$ cat config.mk
export PLATFORM = sky130hd
export DESIGN_NAME = rr_hold_arbiter
export DESIGN_NICKNAME = d
export VERILOG_FILES = /design/src/rtl/rr_hold_arbiter.sv
export SDC_FILE = /design/constraint.sdc
export NUM_CORES = 1
export LEC_CHECK = 0
export BUFFER_PORTS_ARGS = -buffer_cell sky130_fd_sc_hd__buf_2
export CAP_MARGIN = 25
export CORE_ASPECT_RATIO = 0.6
export CORE_MARGIN = 4
export CORE_UTILIZATION = 40
export CTS_BUF_LIST = sky130_fd_sc_hd__clkbuf_4 sky130_fd_sc_hd__clkbuf_8 sky130_fd_sc_hd__clkbuf_16
export CTS_CLUSTER_SIZE = 10
export DETAILED_ROUTE_END_ITERATION = 7
export SYNTH_ARGS = -nofsm -noshare
export SYNTH_HDL_FRONTEND = slang
export SYNTH_SLANG_ARGS = --single-unit
$ cat constraint.sdc
create_clock -name clk -period 6.6 [get_ports clk]
set_input_delay 1.32 -clock clk [delete_from_list [all_inputs] [get_ports clk]]
set_output_delay 1.32 -clock clk [all_outputs]
set_load 0.01 [all_outputs]
$ cat src/rtl/rr_hold_arbiter.sv
// rr_hold_arbiter: round-robin arbiter with bounded grant hold.
// A granted requester keeps the resource while it requests, for at most
// MAX_HOLD consecutive cycles; ownership then rotates to the next requester
// in circular order with zero-cycle handover.
// Optional feature macro: ARB_LOCK_EN adds a LOCK input that lets the
// current owner exceed MAX_HOLD while it keeps requesting.
module rr_hold_arbiter #(
    parameter int N        = 4,
    parameter int MAX_HOLD = 4
) (
    input  logic                 clk,
    input  logic                 reset,
    input  logic [N-1:0]         REQ,
`ifdef ARB_LOCK_EN
    input  logic                 LOCK,
`endif
    output logic [N-1:0]         GNT,
    output logic [$clog2(N)-1:0] GNT_ID,
    output logic                 BUSY
);

    localparam int PW = $clog2(N);

    typedef enum logic {
        IDLE  = 1'b0,
        GRANT = 1'b1
    } state_t;

    state_t        state_q, state_d;
    logic [PW-1:0] ptr_q, ptr_d;
    logic [PW-1:0] gnt_id_q, gnt_id_d;
    logic [7:0]    cnt_q, cnt_d;
    logic [N-1:0]  gnt_q, gnt_d;
    logic          busy_q, busy_d;

    logic [PW-1:0] search_start;
    logic [PW-1:0] next_ptr;
    logic [PW-1:0] win_idx;
    logic [N-1:0]  win_onehot;
    logic          win_found;
    logic          owner_req;
    logic          at_limit;
    logic          lock_active;
    logic          release_now;

    assign owner_req = REQ[gnt_id_q];
    assign at_limit  = (cnt_q == 8'(MAX_HOLD));

`ifdef ARB_LOCK_EN
    // Lock only matters while the owner is still requesting.
    assign lock_active = LOCK & owner_req;
`else
    assign lock_active = 1'b0;
`endif

    assign release_now = (state_q == GRANT) && (!owner_req || (at_limit && !lock_active));

    // Pointer position just past the current owner, wrapping at N-1.
    assign next_ptr = (gnt_id_q == PW'(N - 1)) ? '0 : gnt_id_q + 1'b1;

    // On a release the search starts after the owner in the same edge,
    // so the outgoing owner is considered last.
    assign search_start = release_now ? next_ptr : ptr_q;

    // Circular scan of REQ starting at search_start; first set bit wins.
    always_comb begin
        logic [PW:0] pos;
        win_found = 1'b0;
        win_idx   = '0;
        pos       = '0;
        for (int k = 0; k < N; k++) begin
            pos = {1'b0, search_start} + (PW + 1)'(k);
            if (pos >= (PW + 1)'(N)) begin
                pos = pos - (PW + 1)'(N);
            end
            if (!win_found && REQ[pos[PW-1:0]]) begin
                win_found = 1'b1;
                win_idx   = pos[PW-1:0];
            end
        end
    end

    // One-hot decode of the search winner.
    for (genvar gi = 0; gi < N; gi++) begin : g_onehot
        assign win_onehot[gi] = (win_idx == PW'(gi));
    end

    // Next-state logic: grant, hold, handover or return to idle.
    always_comb begin
        state_d  = state_q;
        ptr_d    = ptr_q;
        cnt_d    = cnt_q;
        gnt_d    = gnt_q;
        gnt_id_d = gnt_id_q;
        busy_d   = busy_q;
        case (state_q)
            IDLE: begin
                if (win_found) begin
                    gnt_d    = win_onehot;
                    gnt_id_d = win_idx;
                    busy_d   = 1'b1;
                    cnt_d    = 8'd1;
                    state_d  = GRANT;
                end else begin
                    gnt_d    = '0;
                    gnt_id_d = '0;
                    busy_d   = 1'b0;
                end
            end
            GRANT: begin
                if (release_now) begin
                    ptr_d = next_ptr;
                    if (win_found) begin
                        gnt_d    = win_onehot;
                        gnt_id_d = win_idx;
                        busy_d   = 1'b1;
                        cnt_d    = 8'd1;
                    end else begin
                        gnt_d    = '0;
                        gnt_id_d = '0;
                        busy_d   = 1'b0;
                        cnt_d    = '0;
                        state_d  = IDLE;
                    end
                end else begin
                    // Saturate so a locked owner never wraps the counter.
                    cnt_d = at_limit ? cnt_q : cnt_q + 8'd1;
                end
            end
            default: begin
                state_d  = IDLE;
                gnt_d    = '0;
                gnt_id_d = '0;
                busy_d   = 1'b0;
                cnt_d    = '0;
            end
        endcase
    end

    // State registers; reset overrides any grant in progress.
    always_ff @(posedge clk) begin
        if (reset) begin
            state_q  <= IDLE;
            ptr_q    <= '0;
            cnt_q    <= '0;
            gnt_q    <= '0;
            gnt_id_q <= '0;
            busy_q   <= 1'b0;
        end else begin
            state_q  <= state_d;
            ptr_q    <= ptr_d;
            cnt_q    <= cnt_d;
            gnt_q    <= gnt_d;
            gnt_id_q <= gnt_id_d;
            busy_q   <= busy_d;
        end
    end

    assign GNT    = gnt_q;
    assign GNT_ID = gnt_id_q;
    assign BUSY   = busy_q;

endmodule

### Yosys cells after proc, flatten, opt, wreduce, memory -nomap -nowiden

Cells that the tools add are included.

| storage, ports and cells | value |
|---|---|
| register bits | 18 |
| input bits | 6 |
| output and inout bits | 7 |

| cells by class | value |
|---|---|
| add/sub/neg operators | 9 |
| $lt $le $gt $ge | 9 |
| equal/unequal tests | 8 |
| multiplexer cells | 40 |
| bitwise gates (word level) | 1 |
| reduce and logical (&&, ||, !) cells | 11 |

Operators with widths:

| cell | number |
|---|---|
| $mux 2 | 12 |
| $mux 8 | 3 |
| $pmux 8 s2 | 1 |
| $lt 2x3->1 const B | 5 |
| $mux 1 | 13 |
| $bmux 1 s2 | 5 |
| $ge 3x3->1 const B | 3 |
| $add 8x1->8 const B | 1 |
| $eq 8x3->1 const B | 1 |
| $mux 4 | 2 |
| $pmux 4 s2 | 1 |
| $sub 2x1->2 const B | 4 |
| $add 2x2->3 const B | 2 |
| $eq 2x2->1 const B | 3 |
| $logic_and 1x1->1 | 4 |
| $logic_not 1->1 | 4 |
| $pmux 1 s2 | 2 |
| $pmux 2 s2 | 1 |
| $add 2x1->3 const B | 1 |
| $ge 2x3->1 const B | 1 |
| $ne 3x2->1 const B | 1 |
| $add 2x1->2 const B | 1 |
| $eq 2x1->1 const B | 1 |
| $logic_not 2->1 | 1 |
| other kinds (5) | 5 |

### Longest topological paths before layout

| logic depth | value |
|---|---|
| depth after elaboration | 24 |
| gate-level depth with buffers | 9 |

### Worst setup path before layout

No wires, ideal clock.

| timing path | value |
|---|---|
| kind | input to register |
| start | input REQ[0] |
| end | register gnt_q[2], in the netlist GNT[2] |
| library setup time | 96 ps |
| data arrival time | 2831 ps |
| data required time | 6504 ps |
| slack | 3673 ps |
| cell stages on the path | 7 |
| buffers on the path | 1 |
| path through | buf_2 > mux2i_1 > a22o_2 > nor2_4 > mux2_1 > o211a_1 > o41ai_2 |

| between the ends | value |
|---|---|
| longest elaborated chain between the ends | 24 |

RTL lines:

| what | RTL line | RTL |
|---|---|---|
| from (decl) | 13 | `input logic [N-1:0] REQ,` |
| branches (longest 24 deep; another with $add 2x1->3) | -- |  |
| to (signal assigned) | 153 | `gnt_q <= gnt_d;` |
| to (decl) | 33 | `logic [N-1:0] gnt_q, gnt_d;` |

Parallel ways; which one is timed is not known. The select of a mux whose other input is x is not followed.
A chain may end at the register's enable or synchronous reset.

### Worst setup path in the final report

Same ends and word-level chain as after synthesis.

==> run metrics <==
area grow syn2layout 11.6%; Hold Path Class flip-flop to flip-flop; crit path launch type input port; Final Hold Fails 0; total track usage 0.157; dpl cell area 1170 µm²; Reg2Reg Launch Point cnt_q[0]$_SDFFE_PP0P_; Non-Filler Instances 170; Post-Route Utilization 0.479; Cell Int Power 0.195 mW; Slew @ Worst Pin 723 ps; Slew Viols, Final 0; Synth top cells by count dfxtp_1, nor2_1, nand2_1, a21oi_1, o21ai_0; Mean Syn Cell Area 8.58 µm²; Worst Hold Launch BUSY$_SDFFE_PP0P_; clk slew on worst S/H paths 60 ps; Seq/Total Area, Yosys 0.328; period utilisation layout 0.430; worst path arrival time 3000 ps; global-route wire length before repair 4440 µm; Max VDD drop 0.123 mV; nets 148; Gate power share 0.233; Net Count, Synth 137; layout cells sized above 1 0.210; clk root buf clkbuf_8; clk_skew 7.90 ps; Starting DRT DRC Count 124; Chip Width 75.7 µm; port buffer count 12; vias 1,039; H-tree depth 1; max-cap violations 0; fmax 352 MHz; Leak 0.487 nW; dpl hpwl 2070 µm; core area 2560 µm²; worst-path fanout max 9; vias in the first global route 925; CTS resizes 0; DIE HEIGHT 48.6 µm; sequential power share 0.445; vias per std cell 6.11; Worst Setup Path Type input port to flip-flop; Ports 13; clock sink total 18; Post-DRT Antenna Nets 0; Mapped Area 1100 µm²; number of hold buffers added after cts 0; Synth Register Bits 18; Setup Buffers After CTS 0; Yosys warning total 0; DRC viols 0; status finished clean; Distinct cells, synth 54; dominant synthesized flop cell dfxtp_1; switching share of power 0.293; Initial Utilization 0.430; Post-synth EDFFs 0; Routed Wire Length 2670 µm; diode count 0; fin area 1230 µm²; Remaining Overflow, GRT 0; critical path endpoint category flip-flop; length of the first detailed-routing pass in iterations 4; area leader, netlist dfxtp_1; clock latency on the worst-skew pair 250 ps; initial antenna violation count 0; start point of the critical path REQ[0]; Net Sw Power 0.0808 mW; async set-reset flop share out of synthesis 0; total CTS buffers 3; Synth Instances 128; Wirelength per Cell 15.7 µm; CTS max path bufs 2; die area 3680 µm²; CTS tree built; top cells by area, synth dfxtp_1, nor2_1, ha_1; most numerous cell in the Yosys netlist dfxtp_1; setup tns final 0 ps; RSZ-0062 raised after global routing no; row cnt 14; routability cong. 0.971; Placed Cells 166; worst rel slew slack 0.513; Synth top area share 0.328; Power per Cell Area 225 nW/µm²; final setup fails 0; fin crit period 2840 ps; CP required 6760 ps; flop2flop setup slack 4310 ps; pin count of the biggest net entering global routing 17; Clk network pwr share 0.322; worst hold slack 470 ps
cell type report:
| type | instances | area, µm² |
|---|---|---|
| fillers | 254 | 1330 |
| flip-flops and latches | 18 | 360 |
| multi-input cells | 100 | 696 |
| clock buffers | 4 | 55.1 |
| inverters | 4 | 15.0 |
| repair buffers | 12 | 60.1 |
| well taps | 32 | 40.0 |
kinds of logic (layout without fill, tap and decap cells):
kind of cell	count (synthesis)	count (layout)	synth area share
compound gates	37	37	0.248
flops	18	18	0.328
mux	5	5	0.0524
simple gates	52	52	0.274
fa+ha+maj	3	3	0.0342
xor+xnor	3	3	0.0239
buf+inv	10	20	0.0387
through the flow:
step                      worst slack, ps  total power [mW]
after global placement               3560             0.187
after CTS                            3780             0.278
after floorplan                      3670             0.170
after global routing                 3700             0.292
after detailed placement             3540             0.188
final                                3760             0.275
final timing paths:
kind,to,depth (start not counted)
worst max register to register,GNT[2]$_SDFFE_PP0P_,8
worst max-delay path,GNT[2]$_SDFFE_PP0P_,7
worst min-delay path,BUSY$_SDFFE_PP0P_,1
worst min register to register,BUSY$_SDFFE_PP0P_,1
power groups by stage:
stage	Clock [mW]	Sequential (mW)	Combinational, mW
6_report	0.0886	0.123	0.0641
5_1_grt	0.0981	0.124	0.0707
4_1_cts	0.0925	0.123	0.0634
3_5_place_dp	0	0.125	0.0629
3_3_place_gp	0	0.125	0.0621
2_1_floorplan	0	0.125	0.0452
critical path, stage by stage:
cell     delay, ps
buf_2          170
mux2i_1        110
a22o_2         290
nor2_4         160
mux2_1         360
o211a_1        270
o41ai_2        310
layer usage:
| layer | up-vias | share of wire | track usage | wire length [µm] |
|---|---|---|---|---|
| li1 | 498 | - | - | - |
| met1 | 488 | 0.50 | 0.242 | 1340 |
| met2 | 49 | 0.40 | 0.205 | 1060 |
| met3 | 4 | 0.091 | 0.0579 | 244 |
| met4 | 0 | 0.0090 | 0.0291 | 24 |
| met5 | - | 0 | 0 | 0 |
cells in the final DEF, fill, tap and decap left out, drive strengths merged, types with 2 or more instances in the layout:
cell type / count
o21a: 2
buf: 12
clkbuf: 4
a22oi: 2
nand3: 4
nor4: 2
inv: 4
nand4: 5
and3: 3
mux2: 3
nand2: 9
o211a: 2
xnor2: 2
nand3b: 2
nor3b: 3
a31o: 2
nor2: 15
ha: 3
and2: 3
nor3: 2
mux2i: 2
dfxtp: 18
a21oi: 7
o21ai: 7
registers in the layout (all words and copies together) (netlist names):
signal and flops:
BUSY 1, state_q 1, GNT_ID 2, ptr_q 2
cnt_q 8, GNT 4
(Power assumes the default switching activity.)
